==> config.mk <==
export PLATFORM = sky130hd
export DESIGN_NAME = fib_seq_engine
export DESIGN_NICKNAME = d
export VERILOG_FILES = /design/src/rtl/fib_pkg.sv /design/src/rtl/fib_reg_bank.sv /design/src/rtl/fib_seq_engine.sv
export SDC_FILE = /design/constraint.sdc
export NUM_CORES = 1
export LEC_CHECK = 0
export ABC_CLOCK_PERIOD_IN_PS = 9560
export CORE_MARGIN = 2
export CORE_UTILIZATION = 50
export CTS_CLUSTER_SIZE = 16
export DETAILED_ROUTE_END_ITERATION = 8
export PLACE_DENSITY = 0.68
export SLEW_MARGIN = 20
export SYNTH_ARGS = -nofsm -noshare
export SYNTH_HDL_FRONTEND = slang
export SYNTH_SLANG_ARGS = --single-unit
==> constraint.sdc <==
create_clock -name i_clk -period 9.56 [get_ports i_clk]
set_input_delay 2.868 -clock i_clk [delete_from_list [all_inputs] [get_ports i_clk]]
set_output_delay 2.868 -clock i_clk [all_outputs]
set_load 0.005 [all_outputs]
==> src/rtl/fib_pkg.sv <==
// Shared types and helpers for the Fibonacci sequencer: FSM states, overflow modes and the
// term-count clamp.
package fib_pkg;

  typedef enum logic [2:0] {
    StIdle,
    StLoad0,
    StLoad1,
    StCalc,
    StDone
  } fib_state_e;

  localparam int unsigned OVF_WRAP = 0;
  localparam int unsigned OVF_SAT  = 1;

  // Effective term count: never fewer than the two seeds, never more than the bank holds.
  function automatic int unsigned clamp_terms(input int unsigned num_terms,
                                              input int unsigned num_regs);
    if (num_terms < 2) return 2;
    if (num_terms > num_regs) return num_regs;
    return num_terms;
  endfunction

endpackage

==> src/rtl/fib_reg_bank.sv <==
// Register bank for the Fibonacci sequencer: one-hot write enable, shared write data,
// synchronous clear and an asynchronous debug read port.
module fib_reg_bank #(
  parameter int unsigned WIDTH    = 16,
  parameter int unsigned NUM_REGS = 16,
  parameter int unsigned IDX_W    = $clog2(NUM_REGS)
) (
  input  logic                i_clk,
  input  logic                i_reset,
  input  logic [NUM_REGS-1:0] i_we,
  input  logic [WIDTH-1:0]    i_wdata,
  input  logic [IDX_W-1:0]    i_rd_addr,
  output logic [WIDTH-1:0]    o_rd_data
);

  logic [WIDTH-1:0] r_mem [NUM_REGS];

  always_ff @(posedge i_clk) begin
    for (int k = 0; k < NUM_REGS; k++) begin
      if (i_reset) begin
        r_mem[k] <= '0;
      end else if (i_we[k]) begin
        r_mem[k] <= i_wdata;
      end
    end
  end

  // Addresses past the bank (non power-of-two depth) read as zero.
  always_comb begin
    o_rd_data = '0;
    if (32'(i_rd_addr) < NUM_REGS) begin
      o_rd_data = r_mem[i_rd_addr];
    end
  end

endmodule

==> src/rtl/fib_seq_engine.sv <==
// Fibonacci sequencer: seeds r0/r1, then fills r[i] = r[i-1] + r[i-2] up to the clamped
// term count, with optional single-stepping and wrap or saturate overflow handling.
module fib_seq_engine
  import fib_pkg::*;
#(
  parameter  int unsigned WIDTH    = 16,
  parameter  int unsigned NUM_REGS = 16,
  parameter  int unsigned OVF_MODE = OVF_WRAP,
  localparam int unsigned IDX_W    = $clog2(NUM_REGS)
) (
  input  logic                i_clk,
  input  logic                i_reset,
  input  logic                i_start,
  input  logic                i_step_mode,
  input  logic                i_step,
  input  logic [WIDTH-1:0]    i_seed0,
  input  logic [WIDTH-1:0]    i_seed1,
  input  logic [IDX_W:0]      i_num_terms,
  input  logic [IDX_W-1:0]    i_rd_addr,
  output logic [WIDTH-1:0]    o_rd_data,
  output logic [NUM_REGS-1:0] o_reg_enable,
  output logic [IDX_W-1:0]    o_cur_index,
  output logic                o_busy,
  output logic                o_done,
  output logic                o_overflow
);

  fib_state_e       r_state;
  logic             r_step_mode;
  logic [WIDTH-1:0] r_seed0, r_seed1;
  logic [WIDTH-1:0] r_prev1, r_prev2;
  logic [IDX_W-1:0] r_idx, r_last_idx, r_cur_index;
  logic             r_busy, r_done, r_overflow;

  logic [WIDTH:0]      w_sum;
  logic                w_carry;
  logic                w_sat;
  logic                w_wr;
  logic [IDX_W-1:0]    w_wr_idx;
  logic [WIDTH-1:0]    w_wdata;
  logic [NUM_REGS-1:0] w_we;

  // Writes are strictly sequential, so the last two written values are r[i-1] and r[i-2].
  assign w_sum   = {1'b0, r_prev1} + {1'b0, r_prev2};
  assign w_carry = w_sum[WIDTH];
  assign w_sat   = w_carry && (OVF_MODE == OVF_SAT);

  always_comb begin
    w_wr     = 1'b0;
    w_wr_idx = '0;
    w_wdata  = '0;
    case (r_state)
      StLoad0: begin
        w_wr    = 1'b1;
        w_wdata = r_seed0;
      end
      StLoad1: begin
        w_wr     = 1'b1;
        w_wr_idx = IDX_W'(1);
        w_wdata  = r_seed1;
      end
      StCalc: begin
        w_wr     = !r_step_mode || i_step;
        w_wr_idx = r_idx;
        w_wdata  = w_sat ? '1 : w_sum[WIDTH-1:0];
      end
      default: ;
    endcase
  end

  assign w_we = w_wr ? (NUM_REGS'(1) << w_wr_idx) : '0;

  always_ff @(posedge i_clk) begin
    if (i_reset) begin
      r_state     <= StIdle;
      r_step_mode <= 1'b0;
      r_seed0     <= '0;
      r_seed1     <= '0;
      r_prev1     <= '0;
      r_prev2     <= '0;
      r_idx       <= '0;
      r_last_idx  <= '0;
      r_cur_index <= '0;
      r_busy      <= 1'b0;
      r_done      <= 1'b0;
      r_overflow  <= 1'b0;
    end else begin
      if (w_wr) begin
        r_prev2     <= r_prev1;
        r_prev1     <= w_wdata;
        r_cur_index <= w_wr_idx;
      end
      case (r_state)
        StIdle, StDone: begin
          if (i_start) begin
            r_seed0     <= i_seed0;
            r_seed1     <= i_seed1;
            r_step_mode <= i_step_mode;
            r_last_idx  <= IDX_W'(clamp_terms(32'(i_num_terms), NUM_REGS) - 1);
            r_overflow  <= 1'b0;
            r_done      <= 1'b0;
            r_busy      <= 1'b1;
            r_state     <= StLoad0;
          end
        end
        StLoad0: r_state <= StLoad1;
        StLoad1: begin
          if (r_last_idx == IDX_W'(1)) begin
            r_state <= StDone;
            r_busy  <= 1'b0;
            r_done  <= 1'b1;
          end else begin
            r_state <= StCalc;
            r_idx   <= IDX_W'(2);
          end
        end
        StCalc: begin
          if (w_wr) begin
            if (w_carry) r_overflow <= 1'b1;
            if (w_sat || (r_idx == r_last_idx)) begin
              r_state <= StDone;
              r_busy  <= 1'b0;
              r_done  <= 1'b1;
            end else begin
              r_idx <= r_idx + IDX_W'(1);
            end
          end
        end
        default: r_state <= StIdle;
      endcase
    end
  end

  fib_reg_bank #(
    .WIDTH    (WIDTH),
    .NUM_REGS (NUM_REGS),
    .IDX_W    (IDX_W)
  ) u_bank (
    .i_clk     (i_clk),
    .i_reset   (i_reset),
    .i_we      (w_we),
    .i_wdata   (w_wdata),
    .i_rd_addr (i_rd_addr),
    .o_rd_data (o_rd_data)
  );

  assign o_reg_enable = w_we;
  assign o_cur_index  = r_cur_index;
  assign o_busy       = r_busy;
  assign o_done       = r_done;
  assign o_overflow   = r_overflow;

endmodule
==> reports/metrics.yaml, run 1 <==
sta:
  finalCritPeriodShare_pct: 85.2
  hold_viol_final: 0
  timing.final.ws_setup_ps: 1410
  finalClockSkew_ps: 26.9
  setup_viol: 0
  finalMaxSlewViolations: 0
  rsz0062_at_grt: "false"
  tns_ps: 0
  relSlewSlack_pct: 23.3
  worstMarginPinSlew_ps: 1150
  post-route-min-period_ps: 8150
  fmax_ghz: 0.123
setup_path:
  slowest_stage: "mux4_2"
  cp_top_family: "buffers and inverters"
  crit_arrival_ps: 5280
  worst_path_most_repeated_cell: "mux4_2"
  crit_fanout: 33
  path_buf_inv: 3
  cp.required_ps: 6690
  critical_path.cell_chain: "buf_4 > buf_12 > mux4_2 > mux4_2 > clkdlybuf4s50_1"
  crit_type: "primary input to primary output"
  end_kind: "primary output"
  cp_slowest_stage_delay_ps: 560
  critPathLaunchType: "primary input"
synthesis:
  synth_seq_area_share_pct: 59.5
  ys_types: 73
  synth_edf_count: 256
  synthTopCellsByArea: "edfxtp_1 49%, mux4_2 11%, dfxtp_1 11%"
  synthCells: 1315
  synthArstFlopShare_pct: 0
  syn_area_um2: 15700
  syn_area_per_cell_um2: 12.0
  synth_nets: 1380
  synth_most_common_cell: "nor2_1"
  ys_top_cells_by_count: "322 x nor2_1, 256 x edfxtp_1, 131 x nand2_1"
  synth-seq-cells: 339
  yosysTopAreaCell: "edfxtp_1"
  synthFlopType: "edfxtp_1"
  yosys_warnings: 0
  synth_top_area_share_pct: 48.9
routing:
  routed_wl_um: 41600
  drtAntennaViolNets: 0
  routedWlPerCell_um: 23.5
  dr.pass1.iters: 6
  vias: 10731
  remaining_drc_errors: 0
  dr.first_iter.drc_count: 1198
  viasPerCell: 6.07
die:
  die_h_um: 181
  start_util_pct: 51.1
  placement_rows: 64
  die-area_um2: 32900
  die_width_um: 181
  coreArea_um2: 30700
  ios: 85
clock_tree:
  post_cts_resized: 0
  cts-buffers-inserted: 37
  path_clk_slew_ps: 50
  clockRootBuffer: "clkbuf_16"
  clockBufferDepth: 3
  clock_latency_ps: 540
  cts_setup_buffers: 0
  cts_sinks: 339
  cts_max_level: 2
  holdBufCountCts: 0
  tritoncts: "built"
placement:
  place_area_um2: 16700
  dp_hpwl_um: 25600
  place_ws_ps: 1360
  portBuffers: 84
  gp_congestion: 0.856
layout:
  area_growth_syn_to_layout_pct: 13.9
  utilization_pct: 58.2
  n_antenna_cell: 0
  layout.nets: 1414
  drive_gt1_share_pct: 14.4
  finalInstanceArea_um2: 17900
  fillers: 2447
global_route:
  gr-total-overflow: 0
  grt_first_pass_wirelength_um: 63200
  grt_max_degree: 111
  grt_pass1_vias: 10608
  antenna_found_initial: 0
  track_usage_pct: 25.5
power:
  p_leak_nw: 6.02
  ir_worst_vdd_mv: 0.173
  finalPower_mw: 3.69
  powerDensity_nw_per_um2: 206
status:
  status: "finished, final reports clean"
worst_hold_path:
  hold_path.class: "flop to flop"
flow_run:
  max-cap-violations: 0
==> sequential cells by signal, summed over array words and instances, names as in the netlist <==
signal        count
o_overflow        1
o_cur_index       4
r_prev2          16
o_done            1
r_state           3
r_step_mode       1
u_bank.r_mem    256
o_busy            1
r_prev1          16
r_last_idx        4
r_idx             4
r_seed1          16
r_seed0          16
==> placed cells by master (no fill, tap or decap), drive strengths merged, types with 4 or more instances in the layout <==
master / n
nor3: 12
or3: 9
inv: 12
clkinv: 6
o2bb2ai: 4
clkbuf: 53
clkdlybuf4s50: 81
a31oi: 5
a211oi: 24
o21ai: 23
and3: 5
a21oi: 79
buf: 18
and2: 7
a22oi: 12
nand4: 6
nand2: 131
mux4: 80
dfxtp: 83
nor2: 324
nor2b: 12
or2: 21
ha: 18
nand3: 20
a21o: 9
xnor2: 11
nand2b: 7
edfxtp: 256
==> final cells by class <==
class,instances,area (µm²),share of cell area (%)
flip-flops and latches,339,9350,52.2
multi-input cells,862,5890,32.9
clock buffers,53,1060,5.91
repair buffers,99,972,5.43
well taps,396,495,2.77
clock inverters,9,104,0.580
inverters,10,37.5,0.210
==> worst reg2reg max path: cells and delay by family (launching register included) <==
| family | cells | cell delay (ps) |
|---|---|---|
| and+or+nand+nor | 5 | 2680 |
| DFF | 1 | 790 |
==> report_power, final <==
group          internal [mW]  total [mW]  switching, mW
Clock                  0.801        1.38          0.575
Combinational          0.210       0.576          0.365
Sequential              1.68        1.74         0.0615
Total                   2.69        3.69           1.00
==> through the flow <==
| stage | cells | hold WS (ps) |
|---|---|---|
| 3_3_place_gp | 1705 | 443 |
| 6_report | 1768 | 453 |
| 3_5_place_dp | 1706 | 447 |
| 5_1_grt | 1768 | 471 |
| 2_1_floorplan | 1315 | 432 |
| 4_1_cts | 1768 | 456 |
==> per-layer routing <==
metal	track usage [%]	vias to the layer above	routed length, µm
li1	-	4808	-
met1	32.9	5331	16300
met2	43.8	497	20800
met3	4.19	95	3090
met4	9.07	0	1420
met5	0	-	0
==> worst paths after layout <==
path | to | depth (start not counted) | from | slack [ps]
worst max register to register | u_bank.r_mem[11][14] | 5 | r_state[1] | 5900
worst max-delay path | o_rd_data[12] | 5 | i_rd_addr[0] | 1410
worst min register to register | r_seed1[9] | 2 | r_seed1[9] | 450
worst min-delay path | r_seed1[9] | 2 | r_seed1[9] | 450
==> kinds of logic (layout without fill, tap and decap cells) <==
group | after synthesis | after routing | synth area share (%)
buffers and inverters | 114 | 171 | 3.27
adders and majority gates | 19 | 19 | 1.56
muxes | 86 | 86 | 11.9
xor gates and xnor gates | 12 | 12 | 0.716
DFF | 339 | 339 | 59.5
AOI/OAI and AO/OA | 180 | 180 | 7.93
and+or+nand+nor | 565 | 565 | 15.2
Note: power is estimated with default switching activity, not from simulation.
==> run 2: changes to the inputs <==
--- a/config.mk
+++ b/config.mk
@@ -7,10 +7,12 @@
 export LEC_CHECK = 0
 export ABC_CLOCK_PERIOD_IN_PS = 9560
 export CORE_MARGIN = 2
-export CORE_UTILIZATION = 50
+export CORE_UTILIZATION = 65
+export CTS_BUF_LIST = sky130_fd_sc_hd__clkbuf_2
+export CTS_CLUSTER_DIAMETER = 100
 export CTS_CLUSTER_SIZE = 16
 export DETAILED_ROUTE_END_ITERATION = 8
-export PLACE_DENSITY = 0.68
+export PLACE_DENSITY = 0.86
 export SLEW_MARGIN = 20
 export SYNTH_ARGS = -nofsm -noshare
 export SYNTH_HDL_FRONTEND = slang
==> run 2 against run 1 <==
Clock power shrank 60%. Flip-flop and latch count stayed put. Die area decreased by 23%. Count of clock-buffer cells in the layout is 11 lower. Fmax decreased by 1.1%. Non-clock buffer count down 1. Combinational power about the same. Highest routed layer is now met5. Largest power group unchanged. Global-route usage increased by 6.4 points. Clock skew rose by 120 ps. First-iteration DRC count rose by 34%.
==> reports/metrics.yaml, run 2 (same netlist as run 1, synthesis figures left out) <==
status:
  status: "finished, final reports clean"
routing:
  dr.first_iter.drc_count: 1610  # +34%
  dr.pass1.iters: 7  # +1
  vias: 11192  # +4.3%
  drtAntennaViolNets: 0  # unchanged
  routed_wl_um: 40700  # -2.2%
  routedWlPerCell_um: 24.3  # +3.3%
  remaining_drc_errors: 0  # unchanged
  viasPerCell: 6.69  # +10%
power:
  p_leak_nw: 5.62  # -6.6%
  combPwrFrac_pct: 20.0  # +4.4 points
  power.switching_mw: 0.870  # -13%
  p_int_mw: 2.00  # -26%
  ir_worst_vdd_mv: 0.106  # -39%
  pwr-share-seq_pct: 60.6  # +13 points
  swShare_pct: 30.3  # +3.2 points
  powerDensity_nw_per_um2: 171  # -17%
  clockPowerShare_pct: 19.4  # -18 points
sta:
  worstMarginPinSlew_ps: 1210  # +64.7 ps
  fin_hold_ws_ps: 366  # -86.9 ps
  fmax_ghz: 0.121  # -1.1%
  tns_ps: 0  # unchanged
  hold_viol_final: 0  # unchanged
  post-route-min-period_ps: 8230  # +87.4 ps
  finalCritPeriodShare_pct: 86.1  # +0.91 points
  finalMaxSlewViolations: 0  # unchanged
  rsz0062_at_grt: "false"
  setup_viol: 0  # unchanged
  finalClockSkew_ps: 147  # +120 ps
  relSlewSlack_pct: 19.0  # -4.3 points
global_route:
  grt_first_pass_wirelength_um: 61800  # -2.1%
  gr-total-overflow: 0  # unchanged
  track_usage_pct: 31.9  # +6.4 points
  grt_pass1_vias: 10837  # +2.2%
  grt_max_degree: 111  # unchanged
  antenna_found_initial: 2  # +2
die:
  start_util_pct: 66.6  # +15 points
  ios: 85  # unchanged
  die_h_um: 160  # -12%
  die-area_um2: 25500  # -23%
  placement_rows: 56  # -13%
  coreArea_um2: 23600  # -23%
  die_width_um: 160  # -12%
setup_path:
  critPathLaunchType: "primary input"
  crit_type: "primary input to primary output"
  end_kind: "primary output"
  crit_fanout: 33  # unchanged
  cp.required_ps: 6690  # about the same
  cp_slowest_stage_delay_ps: 560  # about the same
  critical_path.cell_chain: "buf_4 > buf_4 > mux4_2 > mux4_2 > clkdlybuf4s50_1"
  crit_arrival_ps: 5370  # +90 ps
  slowest_stage: "mux4_2"
clock_tree:
  tritoncts: "built"
  post_cts_resized: 0  # unchanged
  clockBufferDepth: 3  # unchanged
  cts_setup_buffers: 0  # unchanged
  cts_max_level: 1  # -1
  cts_sinks: 339  # unchanged
  cts-buffers-inserted: 25  # -32%
  holdBufCountCts: 0  # unchanged
  clock_latency_ps: 980  # +440 ps
  clockRootBuffer: "clkbuf_2"
  path_clk_slew_ps: 280  # +230 ps
layout:
  layout.nets: 1401  # -0.92%
  area_growth_syn_to_layout_pct: 7.11
  regMostFlops: "u_bank.r_mem"
  regArea_um2: 9350  # unchanged
  drive_gt1_share_pct: 14.3  # -0.18 points
  multiInputGateArea_um2: 5890  # unchanged
  largest_reg_flops: 256  # unchanged
  fillers: 1558  # -36%
  final_cell_mix: "322 x nor2_1, 256 x edfxtp_1, 130 x nand2_1, 83 x dfxtp_1, 81 x clkdlybuf4s50_1"
  layout_commonest_cell: "nor2_1"
placement:
  portBuffers: 84  # unchanged
  dp_hpwl_um: 26000  # +1.5%
  gp_congestion: 0.913  # +6.6%
worst_hold_path:
  hold_path.class: "flop to flop"
flow_run:
  max-cap-violations: 0  # unchanged
run 2: cell count changes in the layout (fill, tap and decap cells not counted), sizes merged:
| cell | previous run | this run |
|---|---|---|
| clkinvlp | 0 | 1 |
| clkinv | 6 | 0 |
| bufinv | 1 | 0 |
| buf | 18 | 17 |
| clkbuf | 53 | 42 |
| diode | 0 | 1 |
run 2: critical path, delay by kind of cell:
| family | cells | cell delay (ps) |
|---|---|---|
| buffers and inverters | 3 | 1400 |
| multiplexers | 2 | 1080 |
run 2: path summary, 6_finish.rpt:
kind	startpoint	to	slack, ps	cells past startpoint
max	i_rd_addr[0]	o_rd_data[0]	1330	5
min	r_prev1[4]	r_prev2[4]	370	2
max reg2reg	r_state[1]	u_bank.r_mem[12][3]	5630	5
min reg2reg	r_prev1[4]	r_prev2[4]	370	2
run 2: metal layers:
layer / share of wire, % / routed length (µm) / up-vias / GRT usage, %
li1: - / - / 4779 / -
met1: 34 / 13900 / 5408 / 41.1
met2: 49 / 20000 / 869 / 53.4
met3: 12 / 4910 / 134 / 5.86
met4: 4.5 / 1830 / 2 / 14.3
met5: 0.032 / 13 / - / 0
run 2: layout make-up:
type / instances / area share [%]
antenna: 1 / 0.0149
tap: 319 / 2.37
sequential: 339 / 55.5
clock buffer: 42 / 1.25
timing repair buffer: 98 / 5.56
clock inverter: 3 / 0.119
multi-input combinational: 862 / 35.0
inverter: 10 / 0.223
run 2: power groups by stage:
stage	registers (mW)	logic, mW	clock network (mW)
after floorplan	1.74	0.409	0
after global placement	1.76	0.549	0
after detailed placement	1.77	0.564	0
after CTS	1.74	0.565	0.550
after global routing	1.75	0.617	0.602
final	1.74	0.573	0.558
run 2: stage by stage:
step,worst slack (ps),cell area [µm²],util (%),power [mW],instances
finish,1330,16800,71.3,2.87,1674
detailed placement,1250,16600,70.3,2.34,1628
global placement,1370,16600,70.3,2.31,1628
CTS,1250,16800,71.3,2.85,1673
floorplan,2320,15700,-,2.15,1315
global route,1170,16800,71.3,2.97,1674
==> run 3: changes to the inputs <==
--- a/config.mk
+++ b/config.mk
@@ -6,13 +6,11 @@
 export NUM_CORES = 1
 export LEC_CHECK = 0
 export ABC_CLOCK_PERIOD_IN_PS = 9560
-export CORE_MARGIN = 2
-export CORE_UTILIZATION = 65
+export CORE_UTILIZATION = 40
 export CTS_BUF_LIST = sky130_fd_sc_hd__clkbuf_2
 export CTS_CLUSTER_DIAMETER = 100
 export CTS_CLUSTER_SIZE = 16
 export DETAILED_ROUTE_END_ITERATION = 8
-export PLACE_DENSITY = 0.86
 export SLEW_MARGIN = 20
 export SYNTH_ARGS = -nofsm -noshare
 export SYNTH_HDL_FRONTEND = slang
==> run 3 against run 2 <==
Combinational power rose by 3%. Core utilization fell by 27 points. Sequential share of layout area fell by 1.0 points. Non-clock buffer count rose by 4. Die area rose by 58%. Setup slack improved by 61 ps. Fmax rose by 0.74%. Via count fell by 5.8%. Critical endpoint is now o_rd_data[11]. Highest routed layer is now met4.
==> reports/metrics.yaml, run 3 (same netlist as run 1, synthesis figures left out) <==
worst_hold_path:
  hold_path.class: "flop to flop"
die:
  coreArea_um2: 38700  # +64%
  die_h_um: 200  # +26%
  ios: 85  # unchanged
  placement_rows: 72  # +29%
  die_width_um: 200  # +26%
  die-area_um2: 40100  # +58%
  start_util_pct: 40.6  # -26 points
clock_tree:
  cts_sinks: 339  # unchanged
  clock_latency_ps: 930  # -50 ps
  post_cts_resized: 0  # unchanged
  tritoncts: "built"
  cts-buffers-inserted: 25  # unchanged
  clockRootBuffer: "clkbuf_2"
  cts_setup_buffers: 0  # unchanged
  clockBufferDepth: 3  # unchanged
  holdBufCountCts: 0  # unchanged
  path_clk_slew_ps: 310  # +30 ps
  cts_max_level: 1  # unchanged
sta:
  fmax_ghz: 0.122  # +0.74%
  finalMaxSlewViolations: 0  # unchanged
  finalClockSkew_ps: 147  # +0.129 ps
  worstMarginPinSlew_ps: 1180  # -32.2 ps
  rsz0062_at_grt: "false"
  finalCritPeriodShare_pct: 85.5  # -0.64 points
  post-route-min-period_ps: 8170  # -60.8 ps
  relSlewSlack_pct: 21.0  # +1.9 points
  hold_viol_final: 0  # unchanged
  tns_ps: 0  # unchanged
  timing.final.ws_setup_ps: 1390  # +60.8 ps
  setup_viol: 0  # unchanged
routing:
  routed_wl_um: 43800  # +7.7%
  viasPerCell: 5.62  # -16%
  vias: 10545  # -5.8%
  routedWlPerCell_um: 23.3  # -3.9%
  dr.pass1.iters: 6  # -1
  remaining_drc_errors: 0  # unchanged
  drtAntennaViolNets: 0  # unchanged
  dr.first_iter.drc_count: 910  # -43%
setup_path:
  crit_type: "primary input to primary output"
  crit_arrival_ps: 5300  # -70 ps
  end_kind: "primary output"
  crit_fanout: 36  # +9.1%
  cp.required_ps: 6690  # about the same
  rrSetupSlack_ps: 5930  # +300 ps
  critPathLaunchType: "primary input"
power:
  p_leak_nw: 5.65  # +0.48%
  p_int_mw: 2.00  # about the same
  pwr-share-seq_pct: 59.8  # -0.8 points
  clockPowerShare_pct: 19.7  # +0.3 points
  swShare_pct: 30.9  # +0.58 points
  powerDensity_nw_per_um2: 169  # -0.94%
  ir_worst_vdd_mv: 0.0673  # -36%
  combPwrFrac_pct: 20.5  # +0.5 points
  power.switching_mw: 0.895  # +2.9%
layout:
  regMostFlops: "u_bank.r_mem"
  drive_gt1_share_pct: 14.5  # +0.27 points
  layout_commonest_cell: "nor2_1"
  final_cell_count_no_fill: 1876  # +12%
  area_growth_syn_to_layout_pct: 9.11
  largest_reg_flops: 256  # unchanged
  multiInputGateArea_um2: 5890  # unchanged
  layout.nets: 1405  # +0.29%
  final_cell_mix: "322 x nor2_1, 256 x edfxtp_1, 130 x nand2_1, 83 x dfxtp_1, 81 x clkdlybuf4s50_1"
  regArea_um2: 9350  # unchanged
  fillers: 3650  # +130%
placement:
  gp_congestion: 0.825  # -9.6%
  portBuffers: 84  # unchanged
  dp_cells: 1830  # +12%
  place_ws_ps: 1340  # +91.0 ps
  dp_hpwl_um: 26700  # +2.6%
flow_run:
  max-cap-violations: 0  # unchanged
global_route:
  gr-total-overflow: 0  # unchanged
  grt_first_pass_wirelength_um: 66100  # +6.9%
  track_usage_pct: 21.8  # -10 points
  antenna_found_initial: 2  # unchanged
  grt_pass1_vias: 10563  # -2.5%
  grt_max_degree: 111  # unchanged
status:
  status: "finished, final reports clean"
-- run 3: changes by cell type in the layout (fill, tap and decap cells not counted) --
cell,before,now
a211oi_2,4,5
a211oi_4,3,2
buf_12,0,3
buf_4,16,17
clkinv_8,0,1
clkinvlp_4,1,0
diode_2,1,2
inv_2,2,1
inv_6,1,0
nand2b_1,7,6
nand2b_2,0,1
nand3_1,18,17
nand3_2,2,3
-- run 3: stage by stage --
step | utilization, % | hold slack, ps | area [µm²] | total power [mW]
finish | 44.3 | 359 | 17200 | 2.90
global route | 44.3 | 381 | 17200 | 3.02
CTS | 44.2 | 338 | 17100 | 2.92
detailed placement | 43.6 | 447 | 16900 | 2.36
global placement | 43.6 | 443 | 16900 | 2.35
floorplan | - | 432 | 15700 | 2.15
-- run 3: power groups by stage --
| stage | clock network, mW | logic (mW) | registers, mW |
|---|---|---|---|
| after floorplan | 0 | 0.409 | 1.74 |
| after CTS | 0.586 | 0.596 | 1.73 |
| after global placement | 0 | 0.584 | 1.76 |
| after global routing | 0.631 | 0.648 | 1.75 |
| after detailed placement | 0 | 0.594 | 1.77 |
| final | 0.572 | 0.593 | 1.73 |
-- run 3: worst paths after layout --
check | start | end | cells after the start
worst max-delay path | i_rd_addr[0] | o_rd_data[11] | 5
worst max register to register | r_state[0] | u_bank.r_mem[11][5] | 6
worst min-delay path | r_prev1[6] | r_prev2[6] | 2
worst min register to register | r_prev1[6] | r_prev2[6] | 2
-- run 3: per-layer routing --
layer  track usage, %  vias to the layer above  routed length, µm
met5                0                        -                  0
met4             6.62                        0               1390
met3             2.21                       84               2290
met2             36.5                      367              21200
met1             29.9                     5303              18900
li1                 -                     4791                  -
-- run 3: worst max-delay path, stage by stage --
cell and delay [ps]:
buf_4 490, buf_12 360, mux4_2 550, mux4_2 540, clkdlybuf4s50_1 470
-- run 3: cell type report --
cell class | count | share of cell area (%)
repair buffers | 102 | 5.85
clock buffers | 42 | 1.23
clock inverters | 1 | 0.0948
diodes | 2 | 0.0292
well taps | 518 | 3.78
flip-flops and latches | 339 | 54.5
inverters | 10 | 0.219
multi-input cells | 862 | 34.3
